--- config.mk ---
export PLATFORM = sky130hd
export DESIGN_NAME = clkdiv_bank
export DESIGN_NICKNAME = d
export VERILOG_FILES = /design/src/rtl/clkdiv_bank.sv
export SDC_FILE = /design/constraint.sdc
export NUM_CORES = 1
export LEC_CHECK = 0
export CORE_UTILIZATION = 55
export DETAILED_ROUTE_END_ITERATION = 7
export GPL_ROUTABILITY_DRIVEN = 0
export PLACE_DENSITY = 0.78
export SYNTH_ARGS = -nofsm -noshare
export SYNTH_HDL_FRONTEND = slang
export SYNTH_SLANG_ARGS = --single-unit
--- constraint.sdc ---
create_clock -name clk -period 3.7 [get_ports clk]
set_input_delay 0.925 -clock clk [delete_from_list [all_inputs] [get_ports clk]]
set_output_delay 0.925 -clock clk [all_outputs]
set_load 0.01 [all_outputs]
--- src/rtl/clkdiv_bank.sv ---
// Bank of NCH independent programmable clock-enable dividers sharing one clock.
// Each channel runs a wrap counter with a shadowed limit and a square or pulse output.
module clkdiv_ch #(
  parameter int                BITLEN  = 8,
  parameter logic [BITLEN-1:0] RST_LIM = {BITLEN{1'b1}}
) (
  input  logic              clk,
  input  logic              rst_n,
  input  logic              i_en,
  input  logic              i_mode,
  input  logic [BITLEN-1:0] i_lim,
  input  logic              i_load,
  input  logic              i_sync,
  output logic              o_tick,
  output logic              o_hz,
  output logic              o_pend
);
  logic [BITLEN-1:0] r_ctr, r_lim_act, r_lim_shd;
  logic              r_pend, r_tick, r_hz;
  logic              w_wrap, w_apply;

  assign w_wrap  = i_en & ~i_sync & (r_ctr == r_lim_act);
  // Shadow goes live at a wrap, while idle, or on sync so a period is never cut short.
  assign w_apply = r_pend & (i_sync | ~i_en | w_wrap);

  always_ff @(posedge clk or negedge rst_n) begin
    if (!rst_n) begin
      r_ctr     <= '0;
      r_lim_act <= RST_LIM;
      r_lim_shd <= RST_LIM;
      r_pend    <= 1'b0;
      r_tick    <= 1'b0;
      r_hz      <= 1'b0;
    end else begin
      if (i_sync)    r_ctr <= '0;
      else if (i_en) r_ctr <= w_wrap ? '0 : r_ctr + 1'b1;
      r_tick <= w_wrap;
      if (i_sync)      r_hz <= 1'b0;
      else if (i_mode) r_hz <= w_wrap;
      else if (w_wrap) r_hz <= ~r_hz;
      if (w_apply) r_lim_act <= r_lim_shd;
      if (i_load)  r_lim_shd <= i_lim;
      // A load landing on an application point stays pending for the next one.
      if (i_load)       r_pend <= 1'b1;
      else if (w_apply) r_pend <= 1'b0;
    end
  end

  assign o_tick = r_tick;
  assign o_hz   = r_hz;
  assign o_pend = r_pend;
endmodule

module clkdiv_bank #(
  parameter int                BITLEN  = 8,
  parameter int                NCH     = 4,
  parameter logic [BITLEN-1:0] RST_LIM = {BITLEN{1'b1}}
) (
  input  logic                  clk,
  input  logic                  rst_n,
  input  logic [NCH-1:0]        en,
  input  logic [NCH-1:0]        mode,
  input  logic [NCH*BITLEN-1:0] lim_in,
  input  logic [NCH-1:0]        lim_load,
  input  logic                  sync,
  output logic [NCH-1:0]        tick,
  output logic [NCH-1:0]        hzX,
  output logic [NCH-1:0]        pend
);
  for (genvar i = 0; i < NCH; i++) begin : g_ch
    clkdiv_ch #(.BITLEN(BITLEN), .RST_LIM(RST_LIM)) u_ch (
      .clk    (clk),
      .rst_n  (rst_n),
      .i_en   (en[i]),
      .i_mode (mode[i]),
      .i_lim  (lim_in[i*BITLEN +: BITLEN]),
      .i_load (lim_load[i]),
      .i_sync (sync),
      .o_tick (tick[i]),
      .o_hz   (hzX[i]),
      .o_pend (pend[i])
    );
  end
endmodule

==> out/metrics.csv <==
metric,value,unit
Initial Utilization,56.5,%
gr busiest metal,met2,
largest net degree at the start of global routing,65,
mapped cell area,0.00520,mm²
post-CTS setup buffer count,0,
crit path DAT,3.02,ns
dominant synthesized flop cell,dfstp_2,
Gate Count Post-Synth,399,
number of global-route vias before repair,3206,
Crit path largest cell delay,0.65,ns
status,"finished, final reports clean",
number of distinct library cells after synthesis,37,
CTS tree,done,
R2R Setup Slk,1.37,ns
Final HPWL DP,6.36,mm
Num CTS Buffers,9,
CP required,4.00,ns
Setup Viol. Count Final,0,
r2r worst-path depth,6,
CTS resizes,0,
Clock transition at path regs,0.10,ns
hold_buf cts,0,
reg-to-reg endpoint,g_ch[2].u_ch.r_lim_act[0],
Synth area leaders,"dfstp_2 (32%), dfrtp_1 (21%), mux2_4 (9.2%)",
chip height,99.2,µm
crit end category,flop,
met3 Usage GRT,4.57,%
max-slew violations,0,
Max Clock Skew,0.00642,ns
First-pass DRT Iterations,4,
worst hold path type,input port to async pin,
share of cells above drive strength 1,36.4,%
Final ANT Viol Nets,0,
Final period util,73.4,%
root buffer cell,clkbuf_8,
# port buffers,58,
Clock Tree Buf Depth,2,
critical path's top delay family,buffers and inverters,
Core ar.,0.00920,mm²
Mapped Nets,450,
die area,0.00984,mm²
initial antenna violation count,0,
"Max FO, Critical Path",15,
"flops & latches, synth",108,
measured slew at the worst slew-check pin,0.685,ns
reg2reg start,g_ch[2].u_ch.r_ctr[4],
peak supply drop,0.000199,V
# nets final,499,
Leak Pwr,2.67,nW
post-synth top area share,32.4,%
DRC viols,0,
CP Class,input port to flop,
first-pass GRT wire length,14.8,mm
Rel. slew slack,53.9,%
Layout Cells excl Fill,564,
drt first-iter violations,73,
clock sinks,108,
met2 track utilization from global routing,31.8,%
Filler cells,708,
pwr dens,434,mW/mm²
worst-skew pair later-pin latency,0.36,ns
Peak Freq,0.368,GHz
Setup TNS Final,0,ns
CP Cell Sequence,clkdlybuf4s50_1 > nand2b_1 > a21oi_2 > buf_4 > nand2b_1 > mux2_4,
Placed Area,0.00579,mm²
placed instance count,548,
total track usage,19.1,%
DR vias/cell,5.47,
Routed WL,8.79,mm
CP bufs+invs,2,
Die W,99.2,µm
post-synth top area cell,dfstp_2,
CP most frequent cell,nand2b_1,
Overflow after GRT,0,
"Slowest-stage cell, CP",clkdlybuf4s50_1,
Layout area overhead,15.2,%
"Avg Cell Area, Syn",13.0,µm²
Ports,59,
"Design Area, Final",0.00599,mm²
"FFs w/ async S/R, synth",100,%
Fin. Hold Viols,0,
sequential area share after synthesis,53.6,%
minimum clock period after layout,2.72,ns
vias,3087,
Worst setup SP type,input port,
met1 GRT Util,24.2,%
H-tree Lvls,3,
row count,35,
Ant. Diodes,0,
Post-synth EDFFs,0,
Max Cap Violations,0,
WL per Instance,15.6,µm
RSZ-0062 raised after global routing,no,
Yosys warnings,0,
-- power breakdown --
part	internal [mW]	switching [mW]
Clock	0.318	0.410
Combinational	0.247	0.158
Sequential	1.37	0.0901
-- worst reg2reg max path: cells and delay by family, from the launching register on --
kind / cells / cell delay [ns]
AO/OA/AOI/OAI: 1 / 0.11
AND/OR/NAND/NOR: 2 / 0.90
XOR/XNOR: 1 / 0.20
multiplexers: 1 / 0.41
flip-flops: 1 / 0.46
buffers and inverters: 1 / 0.20
-- metrics by stage --
step                      setup WS [ns]  util (%)  hold WS, ns  power [mW]
after global placement            0.643      63.0        0.521        1.87
after CTS                         0.972      65.1        0.546        2.63
after detailed placement          0.578      63.0        0.517        1.90
after floorplan                    1.76         -        0.474        1.76
after global routing              0.875      65.1        0.557        2.72
final                             0.984      65.1        0.536        2.60
-- logic make-up (layout without fill, tap and decap cells) --
family                     Yosys count  after routing  share of synthesized area [%]
xor gates and xnor gates            38             38                           6.41
DFF                                108            108                           53.6
AOI/OAI and AO/OA                   59             59                           8.24
buffers and inverters               29             83                           3.56
and+or+nand+nor                     91             91                           9.87
muxes                               70             70                           17.4
adders and majority gates            4              4                          0.963
-- cell usage in the layout (no fill, tap or decap), types with 2 or more instances in the layout --
cell | synthesis | layout
dfstp_2 | 64 | 64
clkdlybuf4s50_1 | 0 | 57
dfrtp_1 | 44 | 44
mux2_2 | 35 | 35
xor2_1 | 32 | 32
mux2_4 | 32 | 32
nor2_1 | 24 | 24
nand2_1 | 17 | 17
a21o_1 | 17 | 17
a22o_1 | 16 | 16
nand3_1 | 15 | 15
nand2b_1 | 10 | 10
o21ai_0 | 10 | 10
clkbuf_8 | 0 | 9
and3_1 | 7 | 7
nor4_2 | 6 | 6
a21oi_1 | 6 | 6
xnor2_1 | 6 | 6
inv_1 | 5 | 5
ha_1 | 4 | 4
buf_4 | 12 | 4
a21oi_2 | 3 | 3
a211oi_1 | 3 | 3
mux2i_1 | 3 | 3
nor4_1 | 2 | 2
and4_1 | 2 | 2
or2_2 | 2 | 2
o22ai_1 | 2 | 2
clkinv_2 | 0 | 2
clkinvlp_4 | 0 | 2
-- cell usage after synthesis, types with 5 or more instances --
cell type   n
and3_1      7
xnor2_1     6
buf_4      12
mux2_4     32
nand2_1    17
o21ai_0    10
nand3_1    15
dfstp_2    64
xor2_1     32
nor4_2      6
nand2b_1   10
a21oi_1     6
a21o_1     17
mux2_2     35
nor2_1     24
clkbuf_1    7
inv_1       5
a22o_1     16
dfrtp_1    44
-- state kept, by name, summed over array words and instances (netlist names) --
signal,cells
g_ch.u_ch.r_lim_shd,32
g_ch.u_ch.o_tick,4
g_ch.u_ch.r_ctr,32
g_ch.u_ch.r_lim_act,32
g_ch.u_ch.o_pend,4
g_ch.u_ch.o_hz,4
-- worst max path at each step --
stage	start	endpoint	slack, ns	depth (start not counted)
2_1_floorplan	sync	g_ch[1].u_ch.r_lim_act[0]	1.76	5
3_3_place_gp	sync	g_ch[2].u_ch.r_lim_act[6]	0.64	6
3_5_place_dp	sync	g_ch[2].u_ch.r_lim_act[0]	0.58	6
4_1_cts	sync	g_ch[2].u_ch.r_lim_act[0]	0.97	6
5_1_grt	sync	g_ch[2].u_ch.r_lim_act[0]	0.87	6
6_report	sync	g_ch[2].u_ch.r_lim_act[0]	0.98	6
-- layout make-up --
class	count	area, µm²	area share, %
multi-input combinational	262	2230	37.2
tap	111	139	2.32
clock inverter	7	75.1	1.25
timing repair buffer	62	621	10.4
clock buffer	9	124	2.07
inverter	5	18.8	0.313
sequential	108	2780	46.5
-- routing by layer --
layer | up-vias | routed length, µm
met4 | 0 | 136
li1 | 1493 | -
met5 | - | 0
met2 | 59 | 4360
met3 | 14 | 283
met1 | 1521 | 4010
(Power assumes the default switching activity.)
